==> src/rtl/ofdm_bit_group_ctrl.sv <==
// Sequencer for the mapper-feeding load/shift register: accepts bytes, emits 1/2/4/8-bit groups,
// and counts groups per OFDM symbol.
module ofdm_bit_group_ctrl #(
  parameter int unsigned DATA_W     = 8,
  parameter int unsigned SYM_GROUPS = 48
) (
  input  logic       clk,
  input  logic       reset_n,
  input  logic       in_valid,
  output logic       in_ready,
  input  logic [1:0] mod_sel,
  input  logic       out_ready,
  output logic       out_valid,
  output logic [1:0] load_sel,
  output logic [3:0] shift_amt,
  output logic       byte_last,
  output logic       sym_last
);

  typedef enum logic [0:0] {StIdle, StSend} state_e;

  localparam logic [1:0] LdHold  = 2'b00;
  localparam logic [1:0] LdLoad  = 2'b01;
  localparam logic [1:0] LdShift = 2'b10;

  state_e     state_q, state_d;
  logic [3:0] k_q, k_d;
  logic [3:0] bit_cnt_q, bit_cnt_d;
  logic [7:0] grp_cnt_q, grp_cnt_d;
  logic [3:0] k_new;
  logic       last_grp;

  assign k_new    = 4'd1 << mod_sel;
  assign last_grp = (bit_cnt_q + k_q) == 4'(DATA_W);

  always_comb begin
    state_d   = state_q;
    k_d       = k_q;
    bit_cnt_d = bit_cnt_q;
    grp_cnt_d = grp_cnt_q;
    in_ready  = 1'b0;
    out_valid = 1'b0;
    load_sel  = LdHold;
    byte_last = 1'b0;
    sym_last  = 1'b0;
    shift_amt = 4'd0;
    // All outputs are forced low while reset is asserted.
    if (reset_n) begin
      shift_amt = k_q;
      unique case (state_q)
        StIdle: begin
          in_ready = 1'b1;
          if (in_valid) begin
            load_sel  = LdLoad;
            k_d       = k_new;
            bit_cnt_d = 4'd0;
            state_d   = StSend;
          end
        end
        StSend: begin
          out_valid = 1'b1;
          byte_last = last_grp;
          sym_last  = grp_cnt_q == 8'(SYM_GROUPS - 1);
          if (out_ready) begin
            grp_cnt_d = sym_last ? 8'd0 : grp_cnt_q + 8'd1;
            if (!last_grp) begin
              load_sel  = LdShift;
              bit_cnt_d = bit_cnt_q + k_q;
            end else begin
              // Last group: a waiting byte loads straight in, giving zero-bubble streaming.
              in_ready = 1'b1;
              if (in_valid) begin
                load_sel  = LdLoad;
                k_d       = k_new;
                bit_cnt_d = 4'd0;
              end else begin
                state_d = StIdle;
              end
            end
          end
        end
        default: ;
      endcase
    end
  end

  always_ff @(posedge clk) begin
    if (!reset_n) begin
      state_q   <= StIdle;
      k_q       <= 4'd0;
      bit_cnt_q <= 4'd0;
      grp_cnt_q <= 8'd0;
    end else begin
      state_q   <= state_d;
      k_q       <= k_d;
      bit_cnt_q <= bit_cnt_d;
      grp_cnt_q <= grp_cnt_d;
    end
  end

endmodule

==> config.mk <==
export PLATFORM = sky130hd
export DESIGN_NAME = ofdm_bit_group_ctrl
export DESIGN_NICKNAME = d
export VERILOG_FILES = /design/src/rtl/ofdm_bit_group_ctrl.sv
export SDC_FILE = /design/constraint.sdc
export NUM_CORES = 1
export LEC_CHECK = 0
export CAP_MARGIN = 10
export CORE_MARGIN = 10
export CORE_UTILIZATION = 30
export CTS_CLUSTER_SIZE = 30
export DETAILED_ROUTE_END_ITERATION = 6
export SLEW_MARGIN = 10
export SYNTH_ARGS = -nofsm -noshare
export SYNTH_HDL_FRONTEND = slang
export SYNTH_SLANG_ARGS = --single-unit
==> constraint.sdc <==
create_clock -name clk -period 2.2 [get_ports clk]
set_input_delay 0.44 -clock clk [delete_from_list [all_inputs] [get_ports clk]]
set_output_delay 0.44 -clock clk [all_outputs]
set_load 0.05 [all_outputs]
Word-level counts from Yosys, hierarchy flattened
Cells that the tools add are included.

Add/subtract/negate cells: 2. Multiply operators: 0. Div/mod/pow operators: 0. Magnitude comparators: 0. Equality and inequality tests: 4. Shift operators: 1. Muxes and demuxes: 29. Bitwise logic cells: 1. Reduce and logical (&&, ||, !) cells: 2.

Operators by type and width (count): $mux 4 (7); $pmux 4 s2 (2); $mux 1 (13); $add 8x1->8 const B (1); $eq 8x6->1 const B (1); $mux 8 (1); $mux 2 (3); $add 4x4->4 (1); $eq 4x4->1 const B (1); $pmux 1 s2 (2); $pmux 2 s2 (1); $reduce_and 2->1 (2); $shl 1x2->4 const A (1); $ne 2x1->1 const B (1); $ne 2x2->1 const B (1); $not 1->1 (1).

Bits in registers: 17. Bits in latches: 0. Memory bits (writable): 0. Bits in read-only memories: 0. Input port bits: 6. Output and inout bits: 10. Word-level logic and storage cells: 43. Memories kept: 0.

Logic depth before layout (Yosys ltp)
Gate-level depths: netlist (run 1).

Depth in word-level cells: 6. Depth in mapped cells: 8. Mapped depth without buffers: 8.

Worst setup path after synthesis (run 1)
No wires, ideal clock.

Path kind: register to output. Start: reg bit_cnt_q[0]. End: out load_sel[0]. Arrival time: 2.716 ns. Required time: 1.760 ns. Setup slack: -0.956 ns. Stages on the path, launching flop included: 9. Buffers on the path: 0. Cell sequence: dfxtp_1 ha_1 inv_1 fa_1 xor2_1 and3b_2 o21ai_4 o22ai_1 and2_1.

Longest elaborated chain between the ends: 6.

Ends and longest elaborated chain: from (decl) (RTL line 28) `logic [3:0] bit_cnt_q, bit_cnt_d;`; from (signal assigned) (RTL line 96) `bit_cnt_q <= bit_cnt_d;`; $add 4x4->4 (RTL line 34) `assign last_grp = (bit_cnt_q + k_q) == 4'(DATA_W);`; $eq 4x4->1 (RTL line 34); $mux 2 (RTL line 66) `if (!last_grp) begin`; $mux 2 (RTL line 64) `if (out_ready) begin`; $pmux 2 s2 (RTL line 50) `unique case (state_q)`; $mux 2 (RTL line 48) `if (reset_n) begin`; to (decl) (RTL line 14) `output logic [1:0] load_sel,`.

Every way passes these cells.

Worst setup path in the final report (run 1)
Ends and elaborated chain as after synthesis.

==> results of run 1 <==
-- state kept, by name, summed over array words and instances (netlist names) --
register / cells
grp_cnt_q: 8
bit_cnt_q: 4
k_q: 4
state_q: 1
-- cells by family after synthesis --
family                     Yosys count  synth area share, %
AOI/OAI and AO/OA                   16                14.70
xor gates and xnor gates             8                7.619
adders and majority gates            5                7.619
buffers and inverters                9                3.674
DFF                                 17                37.01
muxes                                4                4.898
and+or+nand+nor                     46                24.49
-- layer usage --
metal,share of wire (%),GRT usage (%),wire length [µm]
met5,0,0,0
met4,1.7,3.505,36
met3,5.2,1.693,114
met2,51,14.16,1101
met1,42,9.050,921
-- final cells by class --
type	count	area share [%]
Sequential cell	17	24.63
Inverter	7	1.847
Clock buffer	4	1.847
Timing Repair Buffer	26	23.92
Tap cell	33	2.902
Multi-Input combinational cell	79	44.86
-- layout by cell type, fill, tap and decap left out, types with 4 or more instances in the layout --
cell type,count
a21oi_1,4
and2_1,4
buf_12,10
buf_4,9
clkdlybuf4s50_1,5
dfxtp_1,13
inv_1,6
mux2_4,4
nand2_1,11
nand3_1,4
nand4_1,4
nor2_1,12
xor2_1,5
-- where the power goes --
part           leakage [nW]  internal (mW)  switching, mW
Sequential            0.140          0.314        0.00934
Combinational         0.401         0.0748         0.0781
Clock                0.0150         0.0702         0.0933
-- synthesized netlist by cell type (4+ instances only) --
| library cell | number | area (µm²) |
|---|---|---|
| dfxtp_1 | 17 | 340.3 |
| nor2_1 | 14 | 52.55 |
| xor2_1 | 6 | 52.55 |
| a21oi_1 | 4 | 20.02 |
| inv_1 | 7 | 26.28 |
| mux2_2 | 4 | 45.04 |
| and2_1 | 5 | 31.28 |
| nand4_1 | 4 | 25.02 |
| nand2_1 | 11 | 41.29 |
| ha_1 | 4 | 50.05 |
| nand3_1 | 4 | 20.02 |
-- through the flow --
stage | worst slack (ns) | setup TNS (ns) | cell area (µm²)
6_report | -0.3037 | -1.977 | 1423
5_1_grt | -0.3715 | -2.868 | 1423
4_1_cts | -0.3613 | -2.476 | 1381
3_5_place_dp | -0.06202 | -0.2528 | 1290
3_3_place_gp | 0.01269 | 0 | 1290
2_1_floorplan | -0.2280 | -0.3647 | 960.9
-- final timing paths --
check	from	to	slack, ns	cells past startpoint
worst max register to register	bit_cnt_q[0]	k_q[0]	-0.20	10
worst max-delay path	bit_cnt_q[0]	load_sel[0]	-0.30	8
worst min register to register	bit_cnt_q[2]	bit_cnt_q[2]	0.48	1
worst min-delay path	bit_cnt_q[2]	bit_cnt_q[2]	0.48	1
-- timing repair --
action                                  CTS  global route
endpoints found under the setup margin    9            12
resized for setup                        10             7
buffers inserted                          4             1
pin swaps                                 4             2
==> impl_metrics.tcl, run 1 <==
set metrics [dict create \
    drv_cap 0 \
    grt_pass1_vias 841 \
    drive_gt1_share_pct 36.09 \
    cp.required_ns 1.76 \
    stdcell_count 166 \
    skew_ns 0.004057 \
    cp.arrival_ns 2.06 \
    clkLatencyLatePin_ns 0.28 \
    whs_ns 0.4843 \
    fp.dieW_um 75.37 \
    crit_slowest_cell "fa_2" \
    path_cells "ha_4 -> inv_2 -> fa_2 -> and3b_2 -> o21ai_4 -> o22ai_4 -> and2_4 -> buf_12" \
    via_per_inst 5.078 \
    synthesis.area_um2 919.6 \
    grt_use_total_pct 8.026 \
    dp.cells 157 \
    seq_area_um2 350.3 \
    power_density_mw_per_mm2 449.7 \
    io_pins 16 \
    via_count 843 \
    portBuffers 15 \
    hold_viol 0 \
    slew_headroom_pct 78.58 \
    drtPass1Iterations 4 \
    rsz0062_at_grt "true" \
    worst_slack_ns -0.3037 \
    p_total_uw 639.7 \
    gr-total-overflow 0 \
    synth_cell_types 30 \
    crit_path_end_kind "output port" \
    power.leakage_nw 0.5562 \
    place.gp.congestion 0.7904 \
    final-setup-viol-count 11 \
    grt_max_degree 10 \
    start_util_pct 30.62 \
    clockBufferDepth 2 \
    cts_root_buf "clkbuf_4" \
    ys_ff_latch 17 \
    syn_nets 116 \
    yosysSeqAreaShare_pct 37.01 \
    cts_tree "yes" \
    multi_input_area_um2 638.1 \
    clkTransAtPathRegs_ns 0.10 \
    cts_hold_buf 0 \
    status "finished with violations" \
    routedWlPerCell_um 13.09 \
    yosys_warnings 0 \
    max_stage_delay_ns 0.52 \
    max_freq_mhz 399.4 \
    syn_inst 105 \
    dp_hpwl_um 1779 \
    synth-main-ff-cell "dfxtp_1" \
    nFillCells 274 \
    placementRows 20 \
    cts.htree.levels 1 \
    critPathLaunchType "register" \
    timing.final.crit_share_pct 113.8 \
    antenna_found_initial 0 \
    violations "setup timing" \
    slew_violations 0 \
    wirelength_um 2173 \
    cp_num_buf_inv 2 \
    clkSinkCount 17 \
    numCtsBuffers 3 \
    coreArea_mm2 0.003003 \
    diodes 0 \
    antenna_left 0 \
    nets 145 \
    syn_to_final_growth_pct 54.69 \
    avgSynthCellArea_um2 8.758 \
    critPathMaxFanout 5 \
    peakVddDrop_mv 0.1373 \
    critPathKind "reg2out" \
    async_flop_share_pct 0 \
    final_util_pct 47.38 \
    grt_pass1_wl_um 3650 \
    drt_iter0_drc 27 \
    synth_edf_count 0 \
    hp-class "reg2reg" \
    die_h_um 75.37 \
    die-area_mm2 0.005680 \
    critPathTopFamily "adder cells" \
    period_minus_slack_ns 2.504 \
    max_slew.worst_pin.slew_ns 0.3213 \
    drc 0 \
]
(Power assumes the default switching activity.)
==> run 2, diff against run 1 <==
==> constraint.sdc (replaced) <==
create_clock -name clk -period 2.2 [get_ports clk]
set_input_delay 0.44 -clock clk [delete_from_list [all_inputs] [get_ports clk]]
set_output_delay 0.44 -clock clk [all_outputs]
set_load 0.005 [all_outputs]
==> run 2 against run 1 <==
Effect of this change: the run still ends with setup timing left; cell area decreased by 4.7%; combinational power decreased by 22%; total power decreased by 4.7%; critical path type unchanged.
==> impl_metrics.tcl, run 2 (synthesized netlist as in run 1, its figures left out) <==
set metrics [dict create \
    status "finished with violations" \
    violations "setup timing" \
    holdPathStages 1 \
    timing.final.crit_share_pct 111.3 \
    drv_cap 0 \
    syn_to_final_growth_pct 47.48 \
    start_util_pct 30.62 \
    cts_hold_buf 0 \
    slew_headroom_pct 76.60 \
    die-area_mm2 0.005680 \
    clkSinkCount 17 \
    hold_viol 0 \
    numCtsBuffers 3 \
    top_register "grp_cnt_q" \
    drc 0 \
    cts_root_buf "clkbuf_4" \
    cts_tree "yes" \
    critPathLaunchType "register" \
    grt_use_total_pct 8.770 \
    cp.required_ns 1.76 \
    coreArea_mm2 0.003003 \
    drt_iter0_drc 50 \
    cts.htree.levels 1 \
    r2r_start "bit_cnt_q[0]" \
    peakVddDrop_mv 0.1662 \
    critPathKind "reg2out" \
    hp-class "reg2reg" \
    nets 158 \
    power.leakage_nw 0.5633 \
    die_h_um 75.37 \
    hp-start "bit_cnt_q[2]" \
    largest_reg_flops 8 \
    top_regs "grp_cnt_q x8, bit_cnt_q x4, k_q x4" \
    clockBufferDepth 2 \
    diodes 0 \
    antenna_left 0 \
    routedWlPerCell_um 12.81 \
    cp.arrival_ns 2.01 \
    dp_hpwl_um 1774 \
    critical_path.startpoint "bit_cnt_q[0]" \
    stdcell_count 179 \
    antenna_found_initial 0 \
    worst_r2r_path_depth 8 \
    critPathMaxFanout 4 \
    max_stage_delay_ns 0.36 \
    rsz0062_at_grt "true" \
    grt_pass1_wl_um 3850 \
    max_freq_mhz 408.5 \
    via_count 878 \
    power_density_mw_per_mm2 449.3 \
    clkTransAtPathRegs_ns 0.10 \
    crit_slowest_cell "dfxtp_2" \
    via_per_inst 4.905 \
    place.gp.congestion 0.8553 \
    period_minus_slack_ns 2.448 \
    worst_slack_ns -0.2482 \
    clkLatencyLatePin_ns 0.29 \
    grt_pass1_vias 886 \
    dp.cells 171 \
    io_pins 16 \
    crit_path_end_kind "output port" \
    placementRows 20 \
    wirelength_um 2293 \
    fp.dieW_um 75.37 \
    gr-total-overflow 0 \
    grt_max_degree 10 \
    final_cell_mix "buf_4, nor2_1, dfxtp_1, nand2_1, clkdlybuf4s50_1" \
    portBuffers 15 \
    layout_commonest_cell "buf_4" \
    drtPass1Iterations 3 \
    p_total_uw 609.4 \
    final.setup.tns_ns -0.7360 \
    slew_violations 0 \
    drive_gt1_share_pct 36.30 \
    path_cells "ha_4 -> inv_2 -> fa_2 -> xor2_1 -> and3b_2 -> o21ai_4 -> o22ai_2 -> and2_1 -> buf_2" \
    max_slew.worst_pin.slew_ns 0.3489 \
    final-setup-viol-count 4 \
    skew_ns 0.001786 \
]
==> run 2: area by class of cell <==
cell class	instances	area, µm²
Timing Repair Buffer	39	307.8
Multi-Input combinational cell	79	609.3
Fill cell	295	1647
Sequential cell	17	345.3
Tap cell	33	41.29
Clock buffer	4	26.28
Inverter	7	26.28
==> run 2: worst paths after layout <==
kind / endpoint / slack [ns]
setup / recovery: load_sel[0] / -0.25
hold / removal: bit_cnt_q[2] / 0.50
setup reg to reg: k_q[0] / 0.01
hold reg to reg: bit_cnt_q[2] / 0.50
==> run 2: timing repair <==
item / 4_1_cts / 5_1_grt
pin swaps: 5 / 11
setup buffers: 2 / 3
resized for setup: 32 / 9
cloned: 0 / 0
endpoints found under the setup margin: 14 / 9
==> run 2: metrics by stage <==
step           util [%]  hold slack (ns)  setup WS (ns)  area, µm²
3_5_place_dp      41.75           0.4645        -0.4234       1254
3_3_place_gp      41.75           0.4511        -0.3752       1254
2_1_floorplan         -           0.4363        0.07004      919.6
4_1_cts           43.54           0.4965        -0.2478       1308
5_1_grt           45.17           0.5147        -0.3576       1356
6_report          45.17           0.4966        -0.2482       1356
==> run 2: power breakdown <==
group / internal, mW / switching, mW
sequential: 0.315 / 0.00708
combinational: 0.0647 / 0.0539
clock: 0.0705 / 0.0978
total: 0.451 / 0.159
==> run 2: routing by layer <==
metal	track usage (%)	up-vias	wire, µm
li1	-	443	-
met1	8.735	421	927
met2	16.15	10	1238
met3	1.823	4	69
met4	5.567	0	58
met5	0	-	0
==> run 2: critical path, delay by kind of cell, from the launching register on <==
kind | cells | cell delay, ns
adder cells (fa/ha/maj) | 2 | 0.46
AND/OR/NAND/NOR | 2 | 0.40
flip-flops | 1 | 0.36
AO/OA/AOI/OAI | 2 | 0.18
buffers and inverters | 2 | 0.16
XOR/XNOR | 1 | 0.16
